--- config.mk ---
export PLATFORM = sky130hd
export DESIGN_NAME = ch1_freq_sweep_flat
export DESIGN_NICKNAME = d
export VERILOG_FILES = /design/src/rtl/apu_pkg.sv /design/src/rtl/ch1_freq_sweep_if.sv /design/src/rtl/ch1_period_counter.sv /design/src/rtl/ch1_freq_sweep.sv /design/src/flat_wrapper.sv
export SDC_FILE = /design/constraint.sdc
export NUM_CORES = 1
export LEC_CHECK = 0
export BUFFER_PORTS_ARGS = -buffer_cell sky130_fd_sc_hd__buf_2
export CAP_MARGIN = 10
export CELL_PAD_IN_SITES_DETAIL_PLACEMENT = 0
export CELL_PAD_IN_SITES_GLOBAL_PLACEMENT = 1
export CORE_MARGIN = 2
export CORE_UTILIZATION = 35
export DETAILED_ROUTE_END_ITERATION = 7
export GPL_TIMING_DRIVEN = 0
export MAX_ROUTING_LAYER = met4
export PLACE_DENSITY = 0.62
export REMOVE_ABC_BUFFERS = 1
export SYNTH_ARGS = -nofsm -noshare
export SYNTH_HDL_FRONTEND = slang
export SYNTH_HIERARCHICAL = 1
export SYNTH_SLANG_ARGS = --single-unit
--- constraint.sdc ---
create_clock -name ajer_2mhz -period 7.8 [get_ports ajer_2mhz]
set_clock_uncertainty 0.1 [all_clocks]
set_input_delay 1.56 -clock ajer_2mhz [delete_from_list [all_inputs] [get_ports ajer_2mhz]]
set_output_delay 1.56 -clock ajer_2mhz [all_outputs]
set_load 0.005 [all_outputs]
--- src/rtl/apu_pkg.sv ---
// ============================================================================
//  Module   : apu_pkg
//  Purpose  : Shared APU constants and types for the channel 1 frequency stage
//  Revision : 1.0 - initial release
// ============================================================================
`default_nettype none

package apu_pkg;

  // Frequency / period-counter / sweep shift-register width
  localparam int CH1_FREQ_W = 11;

  // Sweep direction as presented on the inverted NR10 bit 3 line
  typedef enum logic {
    SWEEP_SUB = 1'b0,
    SWEEP_ADD = 1'b1
  } sweep_dir_e;

endpackage

`default_nettype wire

--- src/rtl/ch1_freq_sweep_if.sv ---
// ============================================================================
//  Module   : ch1_freq_sweep_if
//  Purpose  : CPU register-write bus into the channel 1 frequency stage
//  Revision : 1.0 - initial release
// ============================================================================
`default_nettype none

interface ch1_freq_sweep_if;

  logic [7:0] d;       // CPU write data
  logic       apu_wr;  // CPU write strobe
  logic       ff13;    // NR13 selected (frequency low byte)
  logic       ff14;    // NR14 selected (frequency high bits)

  modport master (output d, apu_wr, ff13, ff14);
  modport slave  (input  d, apu_wr, ff13, ff14);

endinterface

`default_nettype wire

--- src/rtl/ch1_period_counter.sv ---
// ============================================================================
//  Module   : ch1_period_counter
//  Purpose  : Free-running period counter; emits a one-clock pulse when it
//             wraps from all-ones and reloads from reload_val. Shared with
//             channel 2.
//  Revision : 1.0 - initial release
// ============================================================================
`default_nettype none

module ch1_period_counter #(
  parameter int W = 11
) (
  input  wire logic         clk,
  input  wire logic         reset,
  input  wire logic         tick,
  input  wire logic         reload,
  input  wire logic [W-1:0] reload_val,
  output logic              pulse
);

  localparam logic [W-1:0] C_CNT_MAX = '1;

  logic [W-1:0] cnt_q;
  logic [W-1:0] cnt_d;
  logic         pulse_q;
  logic         pulse_d;

  // Next count: reload beats a coincident tick and never emits a pulse
  always_comb begin
    cnt_d   = cnt_q;
    pulse_d = 1'b0;
    if (reload) begin
      cnt_d = reload_val;
    end else if (tick) begin
      if (cnt_q == C_CNT_MAX) begin
        cnt_d   = reload_val;
        pulse_d = 1'b1;
      end else begin
        cnt_d = cnt_q + 1'b1;
      end
    end
  end

  // Counter and pulse registers
  always_ff @(posedge clk or posedge reset) begin
    if (reset) begin
      cnt_q   <= '0;
      pulse_q <= 1'b0;
    end else begin
      cnt_q   <= cnt_d;
      pulse_q <= pulse_d;
    end
  end

  assign pulse = pulse_q;

endmodule

`default_nettype wire

--- src/rtl/ch1_freq_sweep.sv ---
// ============================================================================
//  Module   : ch1_freq_sweep
//  Purpose  : Channel 1 frequency register, period counter (copu duty-step
//             clock) and sweep shift/add/subtract with overflow flag (atys).
//  Revision : 1.0 - initial release
// ============================================================================
`default_nettype none

module ch1_freq_sweep
  import apu_pkg::*;
#(
  parameter int FREQ_W = CH1_FREQ_W
) (
  input  wire logic              ajer_2mhz,
  input  wire logic              apu_reset,
  ch1_freq_sweep_if.slave        cpu,
  input  wire logic              nff10_d3,
  input  wire logic              ch1_freq_tick,
  input  wire logic              ch1_restart,
  input  wire logic              ch1_ld_shift,
  input  wire logic              ch1_shift_clk,
  input  wire logic              ch1_freq_upd1,
  input  wire logic              ch1_freq_upd2,
  output logic [FREQ_W-1:0]      freq,
  output logic                   copu,
  output logic                   atys
);

  // Strobe bit positions in the packed strobe vectors
  localparam int C_LD  = 0;
  localparam int C_SH  = 1;
  localparam int C_UP1 = 2;
  localparam int C_UP2 = 3;

  logic [FREQ_W-1:0] freq_q, freq_d;
  logic [FREQ_W-1:0] sreg_q, sreg_d;
  logic              atys_q, atys_d;
  logic [3:0]        strb_q;   // last sampled strobe levels
  logic [3:0]        fire_q;   // registered rising-edge pulses
  logic [3:0]        strb_w;
  logic [FREQ_W:0]   sum_w;
  logic              ovf_w;
  sweep_dir_e        dir_w;

  assign strb_w = {ch1_freq_upd2, ch1_freq_upd1, ch1_shift_clk, ch1_ld_shift};
  assign dir_w  = sweep_dir_e'(nff10_d3);

  // Sweep adder: one extra bit so an add carry-out flags overflow;
  // subtraction simply wraps and is never treated as overflow
  always_comb begin
    if (dir_w == SWEEP_ADD) begin
      sum_w = {1'b0, freq_q} + {1'b0, sreg_q};
    end else begin
      sum_w = {1'b0, freq_q} - {1'b0, sreg_q};
    end
    ovf_w = (dir_w == SWEEP_ADD) && sum_w[FREQ_W];
  end

  // Next-state for frequency, shift register and overflow flag; the CPU
  // write is applied last so it overrides a sweep commit bit-for-bit
  always_comb begin
    freq_d = freq_q;
    sreg_d = sreg_q;
    atys_d = atys_q;
    if (ch1_restart) begin
      atys_d = 1'b1;
    end else begin
      if (fire_q[C_UP1]) begin
        if (ovf_w) begin
          atys_d = 1'b0;
        end else begin
          freq_d = sum_w[FREQ_W-1:0];
        end
      end
      if (fire_q[C_UP2] && ovf_w) begin
        atys_d = 1'b0;
      end
      if (fire_q[C_LD]) begin
        sreg_d = freq_q;
      end else if (fire_q[C_SH]) begin
        sreg_d = {1'b0, sreg_q[FREQ_W-1:1]};
      end
      if (cpu.apu_wr && cpu.ff13) begin
        freq_d[7:0] = cpu.d;
      end
      if (cpu.apu_wr && cpu.ff14) begin
        freq_d[FREQ_W-1:8] = cpu.d[FREQ_W-9:0];
      end
    end
  end

  // State registers and strobe edge detectors (one cycle of latency)
  always_ff @(posedge ajer_2mhz or posedge apu_reset) begin
    if (apu_reset) begin
      freq_q <= '0;
      sreg_q <= '0;
      atys_q <= 1'b1;
      strb_q <= '0;
      fire_q <= '0;
    end else begin
      freq_q <= freq_d;
      sreg_q <= sreg_d;
      atys_q <= atys_d;
      strb_q <= strb_w;
      fire_q <= strb_w & ~strb_q;
    end
  end

  ch1_period_counter #(
    .W (FREQ_W)
  ) u_period (
    .clk        (ajer_2mhz),
    .reset      (apu_reset),
    .tick       (ch1_freq_tick),
    .reload     (ch1_restart),
    .reload_val (freq_q),
    .pulse      (copu)
  );

  assign freq = freq_q;
  assign atys = atys_q;

endmodule

`default_nettype wire

--- src/flat_wrapper.sv ---
// flat-port wrapper written by rule: the top's interface ports become plain ports
module ch1_freq_sweep_flat import apu_pkg::*;
#(
  parameter int FREQ_W = CH1_FREQ_W
)
  (ajer_2mhz, apu_reset, nff10_d3, ch1_freq_tick, ch1_restart, ch1_ld_shift, ch1_shift_clk, ch1_freq_upd1, ch1_freq_upd2, freq, copu, atys, cpu_d, cpu_apu_wr, cpu_ff13, cpu_ff14);
  ch1_freq_sweep_if cpu_i ();
  input  wire logic ajer_2mhz;
  input  wire logic apu_reset;
  input  wire logic nff10_d3;
  input  wire logic ch1_freq_tick;
  input  wire logic ch1_restart;
  input  wire logic ch1_ld_shift;
  input  wire logic ch1_shift_clk;
  input  wire logic ch1_freq_upd1;
  input  wire logic ch1_freq_upd2;
  output logic [FREQ_W-1:0] freq;
  output logic copu;
  output logic atys;
  input wire logic [$bits(cpu_i.d)-1:0] cpu_d;
  input wire logic [$bits(cpu_i.apu_wr)-1:0] cpu_apu_wr;
  input wire logic [$bits(cpu_i.ff13)-1:0] cpu_ff13;
  input wire logic [$bits(cpu_i.ff14)-1:0] cpu_ff14;
  assign cpu_i.d = cpu_d;
  assign cpu_i.apu_wr = cpu_apu_wr;
  assign cpu_i.ff13 = cpu_ff13;
  assign cpu_i.ff14 = cpu_ff14;
  ch1_freq_sweep #(.FREQ_W(FREQ_W)) u_core (.ajer_2mhz(ajer_2mhz), .apu_reset(apu_reset), .cpu(cpu_i), .nff10_d3(nff10_d3), .ch1_freq_tick(ch1_freq_tick), .ch1_restart(ch1_restart), .ch1_ld_shift(ch1_ld_shift), .ch1_shift_clk(ch1_shift_clk), .ch1_freq_upd1(ch1_freq_upd1), .ch1_freq_upd2(ch1_freq_upd2), .freq(freq), .copu(copu), .atys(atys));
endmodule
==> impl_results.md <==
* Die Width at 95.0 um
* Fin. Hold Viols at 0
* Sequential share of power at between 30 and 40%
* Final Cycle Share at around 55%
* Fin. max-slew vios at 0
* Setup crit start kind: input port
* Initial antenna violation count at 0
* Starting density of the core at a little over a third
* # diodes at 0
* Pre-CTS setup slack at 3.17 ns
* Vias in the first global route at 2,408
* Worst Hold Class: register to register
* Layout cells sized above 1 at between 10% and 20%
* Max Buffers Root-to-Sink at 2
* Synth cell types at 63
* Hold Crit Depth at 1
* Clock power share at 10.1%
* Share of flip-flops with an asynchronous set or reset at between 90% and 100%
* GR Util met1 at 22.7%
* Routed wire per std cell at 15.5 um
* Crit. End Element: register
* Detailed Route WL at 7030 um
* Worst-skew pair later-pin latency at roughly 0.29 ns
* Synth top area cells: dfrtp_1 (36%), nand2_1 (6.1%), ha_1 (5.6%)
* CTS H-tree depth at 2
* WS Path Type: input port to register
* GR Overflow Total at 0
* Reg2reg end: u_core/freq[7]
* Reg2reg setup slack at around 4.0 ns
* Synth warn at 6
* Relative slew margins at 49.4%
* Critical path origin: nff10_d3
* Syn Area/Cell at between 9 and 10 sq um
* Dpl hpwl at 5230 um
* Core area at ~0.008 sq mm
* DIE HEIGHT at roughly 95 um
* # DRC at 0
* Hold EP: u_core/fire_q[3]
* CTS tree: built
* Drt pass-1 iters at 5
* WP data required at around 7.9 ns
* Cells after Synth at roughly 320
* Post-CTS setup buffers at 0
* First-pass GRT wire length at around 12,000 um
* Top FF cell, synth: dfrtp_1
* Busiest grt layer: met2
* Worst-margin pin slew at 0.759 ns
* MaxCap Viol Count at 0
* LEAKAGE at between 0.001 and 0.0015 uW
* Yosys top cell by area: dfrtp_1
* Via Count at 2,427
* Pint at around 750 uW
* RR Startpoint: u_core/sreg_q[2]
* Crit path max fanout at 12
* # fillers at 817
* Final-stage net count at between 300 and 400
* GR met2 Demand/Resource at 28.3%
* Switching Share at between 40 and 50%
* Area of the mapped netlist at between 0.002 and 0.003 sq mm
* Hold buffers post-CTS at 0
* Worst Path Arrival at 4.39 ns
* Crit path time final at between 4 and 5 ns
* Sink Count at 43
* Met3 Use GR at under 10%
* Initial DRC count at 89
* Status: completed
* Overall routing resource usage at 17.2%
* Top-count cell post-synth: nand2_1
* Num CTS Buffers at 5
* Pwr dens at roughly 430 mW/mm^2
* Post-route setup slack at about 3.5 ns
* Site Rows at 33
* Vias per cell at approximately 5.4
* Top-area cell type share of the netlist area at 36.3%
* Boundary pin count at 33
* Commonest cells post-synth: nand2_1 (47), dfrtp_1 (42), nor2_1 (21)
* VDD IR max at 0.000161 V
* Number of enable flip-flop cells after synthesis at 0
* Gpl congestion at about 0.83
* Sequential-to-total area share from yosys stat at 37.2%
* Max Fclk at about 0.23 GHz
* Hold path startpoint: u_core/strb_q[3]
* Tot Pwr at 1380 uW
* Area growth, synth to finish at 12.1%
* Routed Antenna Nets at 0
* Clock Pin Slew Worst Setup and Hold Paths at about 0.080 ns
* Switching power at ~630 uW
* Die area at between 0.009 and 0.01 sq mm
* Buffers on Ports at 32
* Setup tns final at 0 ns
* Finish-stage setup viols at 0
* R2R depth at 9
* CTS root buffer: clkbuf_8
* Post-cts sizing count at 0
* Comb pwr share at about three fifths
* #FFs+latches synth at 43
* Largest net degree at the start of global routing at 32
* RSZ-0062 raised after global routing: no
* Final hold slack at 0.294 ns
* Final core occ at between 30% and 40%
sequential cells by signal (all words and copies together), names as in the netlist:
| register | cells |
|---|---|
| u_core/u_period/pulse | 1 |
| u_core/sreg_q | 11 |
| u_core/strb_q | 4 |
| u_core/atys | 1 |
| u_core/freq | 11 |
| u_core/fire_q | 4 |
| u_core/u_period/cnt_q | 11 |
metrics by stage:
step	std cells	instance area [sq um]
final	453	3250
after CTS	452	3220
after detailed placement	444	3140
after floorplan	306	2840
after global routing	453	3250
after global placement	443	3130
placed cells by master (no fill, tap or decap), types with 3 or more instances in the layout:
cell       synthesis  layout
nor2b_1            6       6
a2111o_1           3       3
mux2_4             8       8
xor2_1             8       8
mux2i_1           11      11
inv_1             14      14
nand3_1            8       8
o21ai_0           17      16
a21oi_1           17      17
ha_1              13      13
nand2_1           47      47
a21o_1             5       5
a2111oi_0          3       3
nor3_1            11      11
dfrtp_1           42      42
o22ai_1            5       5
xnor2_1            6       6
a311oi_1           3       3
nor2_1            21      21
clkbuf_8           0       5
o31ai_1            3       3
buf_2              0      32
a211o_1            3       3
a31oi_1            7       7
power groups by stage:
stage	sequential (uW)	clock [uW]	combinational (uW)
6_report	423	140	820
5_1_grt	441	155	927
4_1_cts	424	145	818
3_5_place_dp	427	0	815
3_3_place_gp	428	0	809
2_1_floorplan	389	0	645
worst max-delay path, cell delays in order:
cell and delay (ns):
buf_2 0.18, nor2_1 0.14, xor2_1 0.20, ha_1 0.31
a21o_1 0.23, a2111oi_2 0.48, a211o_1 0.37, a221o_1 0.57
mux2_4 0.34
cells by family after synthesis:
logic type               Yosys count  synth area share [%]
flip-flops                        43                  37.2
buffers and inverters             24                  3.89
AND/OR/NAND/NOR                  113                  18.8
multiplexers                      21                  8.73
AO/OA/AOI/OAI                     86                  20.9
XOR/XNOR                          14                  4.24
adder cells (fa/ha/maj)           14                  6.31
worst max-delay path by stage:
stage,end,slack [ns],cells after the start
2_1_floorplan,u_core/freq[1],3.80,8
3_3_place_gp,u_core/freq[3],3.18,9
3_5_place_dp,u_core/freq[6],3.17,9
4_1_cts,u_core/freq[7],3.47,9
5_1_grt,u_core/freq[7],3.25,9
6_report,u_core/freq[7],3.48,9
cell type report:
class	count	area, sq um	area share, %
multi-input cells	248	1710	52.5
flip-flops and latches	43	1080	33.2
repair buffers	34	195	6.01
well taps	105	131	4.05
clock buffers	7	76.3	2.35
inverters	15	56.3	1.73
clock inverters	1	5.00	0.154
per-layer routing:
metal	routed length, um	vias up
met5	0	-
met4	53	0
met3	177	4
met2	3260	38
met1	3540	1163
li1	-	1222
Note: power is estimated with default switching activity, not from simulation.
